==> src/rtl/alu_writeback.sv <==
// Writeback stage behind the 32-bit ALU: buffers results, derives C/Z/N flags and
// drains each result to the register-file write port, splitting multiplies into lo/hi writes.
//
// state  | meaning
// S_IDLE | no write pending; pops x0-destined heads, launches the next low-word write
// S_LO   | low word presented on wb_*, waiting for wb_ready
// S_HI   | high word of a multiply presented on wb_*, waiting for wb_ready

module alu_writeback #(
   parameter int DEPTH  = 2,
   parameter int ADDR_W = 5
) (
   input  logic              clk,
   input  logic              rst,
   input  logic              in_valid_i,
   output logic              in_ready_o,
   input  logic [63:0]       in_result_i,
   input  logic [3:0]        in_ctrl_i,
   input  logic [ADDR_W-1:0] in_rd_i,
   output logic              wb_valid_o,
   input  logic              wb_ready_i,
   output logic [ADDR_W-1:0] wb_addr_o,
   output logic [31:0]       wb_data_o,
   output logic              wb_hi_o,
   output logic [2:0]        flags_o,
   output logic              busy_o
);

   localparam int PTR_W = (DEPTH > 1) ? $clog2(DEPTH) : 1;
   localparam int CNT_W = $clog2(DEPTH + 1);
   localparam logic [3:0] OP_ADD = 4'b0000;
   localparam logic [3:0] OP_MUL = 4'b0010;

   typedef enum logic [1:0] {
      S_IDLE = 2'd0,
      S_LO   = 2'd1,
      S_HI   = 2'd2
   } state_t;

   logic [63:0]       mem_result [DEPTH];
   logic [3:0]        mem_ctrl   [DEPTH];
   logic [ADDR_W-1:0] mem_rd     [DEPTH];

   logic [PTR_W-1:0]  wr_ptr_q, wr_ptr_d;
   logic [PTR_W-1:0]  rd_ptr_q, rd_ptr_d;
   logic [CNT_W-1:0]  count_q, count_d;
   logic [2:0]        flags_q, flags_d;

   state_t            state_q;
   logic              wb_valid_q;
   logic [ADDR_W-1:0] wb_addr_q;
   logic [31:0]       wb_data_q;
   logic              wb_hi_q;

   logic              full, empty, push, pop;
   logic [63:0]       head_result;
   logic [ADDR_W-1:0] head_rd;
   logic              head_mul, head_has_hi;

   assign full        = (count_q == CNT_W'(DEPTH));
   assign empty       = (count_q == '0);
   assign push        = in_valid_i && !full;
   assign head_result = mem_result[rd_ptr_q];
   assign head_rd     = mem_rd[rd_ptr_q];
   assign head_mul    = (mem_ctrl[rd_ptr_q] == OP_MUL);
   // rd+1 wrapping to x0 means the high word has nowhere to go
   assign head_has_hi = head_mul && !(&head_rd);

   always_comb begin
      pop = 1'b0;
      unique case (state_q)
         S_IDLE:  pop = !empty && (head_rd == '0);
         S_LO:    pop = wb_ready_i && !head_has_hi;
         S_HI:    pop = wb_ready_i;
         default: pop = 1'b0;
      endcase
   end

   always_comb begin
      wr_ptr_d = push ? wr_ptr_q + 1'b1 : wr_ptr_q;
      rd_ptr_d = pop  ? rd_ptr_q + 1'b1 : rd_ptr_q;
      count_d  = count_q + CNT_W'(push) - CNT_W'(pop);
   end

   always_comb begin
      flags_d = flags_q;
      if (push) begin
         if (in_ctrl_i == OP_MUL) begin
            flags_d = {1'b0, (in_result_i == 64'd0), in_result_i[63]};
         end else begin
            flags_d = {(in_ctrl_i == OP_ADD) && in_result_i[32],
                       (in_result_i[31:0] == 32'd0), in_result_i[31]};
         end
      end
   end

   always_ff @(posedge clk) begin
      if (push) begin
         mem_result[wr_ptr_q] <= in_result_i;
         mem_ctrl[wr_ptr_q]   <= in_ctrl_i;
         mem_rd[wr_ptr_q]     <= in_rd_i;
      end
   end

   always_ff @(posedge clk or posedge rst) begin
      if (rst) begin
         wr_ptr_q <= '0;
         rd_ptr_q <= '0;
         count_q  <= '0;
         flags_q  <= 3'b000;
      end else begin
         wr_ptr_q <= wr_ptr_d;
         rd_ptr_q <= rd_ptr_d;
         count_q  <= count_d;
         flags_q  <= flags_d;
      end
   end

   always_ff @(posedge clk or posedge rst) begin
      if (rst) begin
         state_q    <= S_IDLE;
         wb_valid_q <= 1'b0;
         wb_addr_q  <= '0;
         wb_data_q  <= '0;
         wb_hi_q    <= 1'b0;
      end else begin
         unique case (state_q)
            S_IDLE: begin
               if (!empty && (head_rd != '0)) begin
                  wb_valid_q <= 1'b1;
                  wb_addr_q  <= head_rd;
                  wb_data_q  <= head_result[31:0];
                  wb_hi_q    <= 1'b0;
                  state_q    <= S_LO;
               end
            end
            S_LO: begin
               if (wb_ready_i) begin
                  if (head_has_hi) begin
                     wb_addr_q <= head_rd + 1'b1;
                     wb_data_q <= head_result[63:32];
                     wb_hi_q   <= 1'b1;
                     state_q   <= S_HI;
                  end else begin
                     wb_valid_q <= 1'b0;
                     state_q    <= S_IDLE;
                  end
               end
            end
            S_HI: begin
               if (wb_ready_i) begin
                  wb_valid_q <= 1'b0;
                  state_q    <= S_IDLE;
               end
            end
            default: begin
               wb_valid_q <= 1'b0;
               state_q    <= S_IDLE;
            end
         endcase
      end
   end

   assign in_ready_o = !full;
   assign wb_valid_o = wb_valid_q;
   assign wb_addr_o  = wb_addr_q;
   assign wb_data_o  = wb_data_q;
   assign wb_hi_o    = wb_hi_q;
   assign flags_o    = flags_q;
   assign busy_o     = !empty || (state_q != S_IDLE);

endmodule

==> config.mk <==
export PLATFORM = sky130hd
export DESIGN_NAME = alu_writeback
export DESIGN_NICKNAME = d
export VERILOG_FILES = /design/src/rtl/alu_writeback.sv
export SDC_FILE = /design/constraint.sdc
export NUM_CORES = 1
export LEC_CHECK = 0
export ABC_AREA = 1
export CAP_MARGIN = 20
export CELL_PAD_IN_SITES_DETAIL_PLACEMENT = 1
export CELL_PAD_IN_SITES_GLOBAL_PLACEMENT = 2
export CORE_UTILIZATION = 35
export DETAILED_ROUTE_END_ITERATION = 16
export PLACE_DENSITY = 0.78
export SYNTH_ARGS = -nofsm -noshare
export SYNTH_HDL_FRONTEND = slang
export SYNTH_SLANG_ARGS = --single-unit
==> constraint.sdc <==
create_clock -name clk -period 5.8 [get_ports clk]
set_clock_uncertainty 0.15 [all_clocks]
set_input_delay 0.87 -clock clk [delete_from_list [all_inputs] [get_ports clk]]
set_output_delay 0.87 -clock clk [all_outputs]
set_load 0.005 [all_outputs]
==> results_dict.tcl <==
set metrics [dict create \
    clkTransAtPathRegs_ps 70 \
    drt-total-wl_um 19500 \
    drc 0 \
    num_io_pins 121 \
    final-hold-violation-count 0 \
    drt_iter0_markers 324 \
    startpoint_type "flip-flop" \
    swShare_pct 36.2 \
    dp_slack_ps 2150 \
    clock-root-buffer "clkbuf_16" \
    postSynthAreaPerCell_sq_um 11.7 \
    cts_resized 0 \
    grt_pass1_wl_um 29800 \
    drive_gt1_share_pct 6.81 \
    nets 862 \
    timing.slew.headroom_pct 31.9 \
    drv_slew 0 \
    pwr-share-clk_pct 21.4 \
    postLayoutCoreUtil_pct 45.0 \
    path_max_fanout 72 \
    antennaDiodeCount 0 \
    clock_sinks 194 \
    final.period_utilization_pct 59.4 \
    insertion_delay_ps 430 \
    irDropWorstVdd_mv 0.229 \
    pwr-share-seq_pct 41.7 \
    p_comb_share_pct 36.9 \
    cts_tree "done" \
    post_cts_buffers 0 \
    place.gp.congestion 0.764 \
    worst-slew-pin-transition_ps 1020 \
    min_period_ps 3440 \
    dr.pass1.iters 4 \
    grt_max_degree 73 \
    end_kind "flip-flop" \
    ys_seq_area_share_pct 71.9 \
    antenna_found_initial 0 \
    core_area_sq_um 21800 \
    detail-route-antenna-nets 0 \
    synth_area_sq_um 7760 \
    clock_path_buffers 2 \
    die_w_um 151 \
    ctsHoldBuffers 0 \
    first_global_vias 5490 \
    detailed_place_hpwl_um 13000 \
    dieArea_sq_um 22800 \
    clock.fmax_ghz 0.290 \
    initial_core_util_pct 35.7 \
    rsz0062_at_grt "no" \
    htree_levels 4 \
    fin_tns_setup_ps 0 \
    vias_per_cell 4.92 \
    overflow 0 \
    maxCapViolations 0 \
    post_drt_wl_per_cell_um 18.1 \
    rows 54 \
    vias 5284 \
    syn-num-nets 746 \
    dp_cells 1041 \
    cts_buffers 17 \
    power_leakage_nw 3.67 \
    worstPathRequired_ps 5940 \
    die_h_um 151 \
    setup_slack_ps 2360 \
    setup_viol 0 \
    switchingPower_mw 1.82 \
    status "finished, final reports clean" \
    fin_cells 1073 \
    syn_inst 664 \
    intPower_mw 3.21 \
    hold_path_class "reg -> reg" \
    powerDensity_nw_per_um2 514 \
    synthDistinctLibCells 29 \
    track_usage_pct 17.8 \
    crit_type "reg -> reg" \
    yosysWarnings 0 \
    synth_seq_cells 194 \
    syn_to_final_growth_pct 25.9 \
    cp.arrival_ps 3590 \
    io_buffer_count 120 \
]
[cell usage in the layout, fill, tap and decap left out, drive strengths merged, types with 20 or more instances in the layout]
| cell | count |
|---|---|
| dfrtp | 48 |
| inv | 22 |
| nand3 | 41 |
| clkdlybuf4s50 | 120 |
| clkbuf | 20 |
| nor2 | 119 |
| o21ai | 72 |
| edfxtp | 146 |
| o22ai | 33 |
| nand2 | 132 |
[flip-flops by register name, indices dropped and copies added (netlist names), 2 cells and up]
register / cells
count_q: 2
flags_o: 3
mem_ctrl: 8
mem_rd: 10
mem_result: 128
state_q: 2
wb_addr_o: 5
wb_data_o: 32
[worst paths after layout]
path	start	to	slack, ps	depth (start not counted)
min in group asynchronous	rst	wb_data_o[19]$_DFFE_PP0P_	580	2
max reg2reg	rd_ptr_q$_DFFE_PP0P_	wb_hi_o$_DFFE_PP0P_	2360	11
max in group asynchronous	rst	rd_ptr_q$_DFFE_PP0P_	4390	3
min reg2reg	wb_data_o[5]$_DFFE_PP0P_	wb_data_o[5]$_DFFE_PP0P_	320	2
min	wb_data_o[5]$_DFFE_PP0P_	wb_data_o[5]$_DFFE_PP0P_	320	2
max	rd_ptr_q$_DFFE_PP0P_	wb_hi_o$_DFFE_PP0P_	2360	11
[critical path, cell delays in order (launching register included)]
cell	delay [ps]
dfrtp_2	430
inv_6	400
o21ai_0	310
ha_1	280
and3_1	190
ha_1	190
inv_1	70
nand2_1	70
nand2_1	480
nand2_4	470
nand2_1	190
o21ai_2	70
[cells by family after synthesis]
group | share of synthesized area (%)
adder cells (fa/ha/maj) | 0.806
XOR/XNOR | 0.338
AO/OA/AOI/OAI | 7.85
flip-flops | 71.9
AND/OR/NAND/NOR | 15.8
buffers and inverters | 3.29
[metal layers]
layer | wire length, um | track usage [%] | up-vias
met4 | 242 | 5.80 | 0
li1 | - | - | 2541
met2 | 10100 | 31.6 | 134
met3 | 989 | 3.10 | 16
met5 | 0 | 0 | -
met1 | 8120 | 21.9 | 2593
[metrics by stage]
step           hold WS (ps)  instance area, sq um  power (mW)
2_1_floorplan           314                  7760        3.28
3_3_place_gp            304                  9220        3.91
3_5_place_dp            309                  9240        4.02
4_1_cts                 326                  9780        5.10
5_1_grt                 339                  9780        5.38
6_report                318                  9780        5.02
[power groups by stage]
stage | logic [mW] | clock network (mW) | registers [mW]
after floorplan | 1.16 | 0 | 2.12
after global placement | 1.81 | 0 | 2.10
after detailed placement | 1.89 | 0 | 2.12
after CTS | 1.90 | 1.10 | 2.10
after global routing | 2.10 | 1.15 | 2.13
final | 1.85 | 1.07 | 2.10
[layout make-up]
class                   count  area, sq um
multi-input cells         418         1940
clock buffers              20          457
well taps                 280          350
fillers                  2307        12000
flip-flops and latches    194         5590
inverters                  20         80.1
clock inverters            12         85.1
repair buffers            129         1280
[cells in the mapped netlist, drive strengths merged]
cell type    n  area share, %
a31oi        1          0.081
nor2       119            5.9
nand3b       1          0.097
edfxtp     146             56
and3         1          0.081
nand3       41            2.6
a21oi        2           0.13
xnor2        2           0.23
o22ai       33            2.7
inv         20            1.0
nor3         1          0.064
clkbuf      16           0.77
xor2         1           0.11
dfrtp       48             15
buf         16            1.5
a21boi       1          0.097
nand4        3           0.24
nand2      132            6.5
nor4         3           0.24
o21ai       72            4.9
ha           5           0.81
No activity file was read; power rests on OpenSTA's default activity.
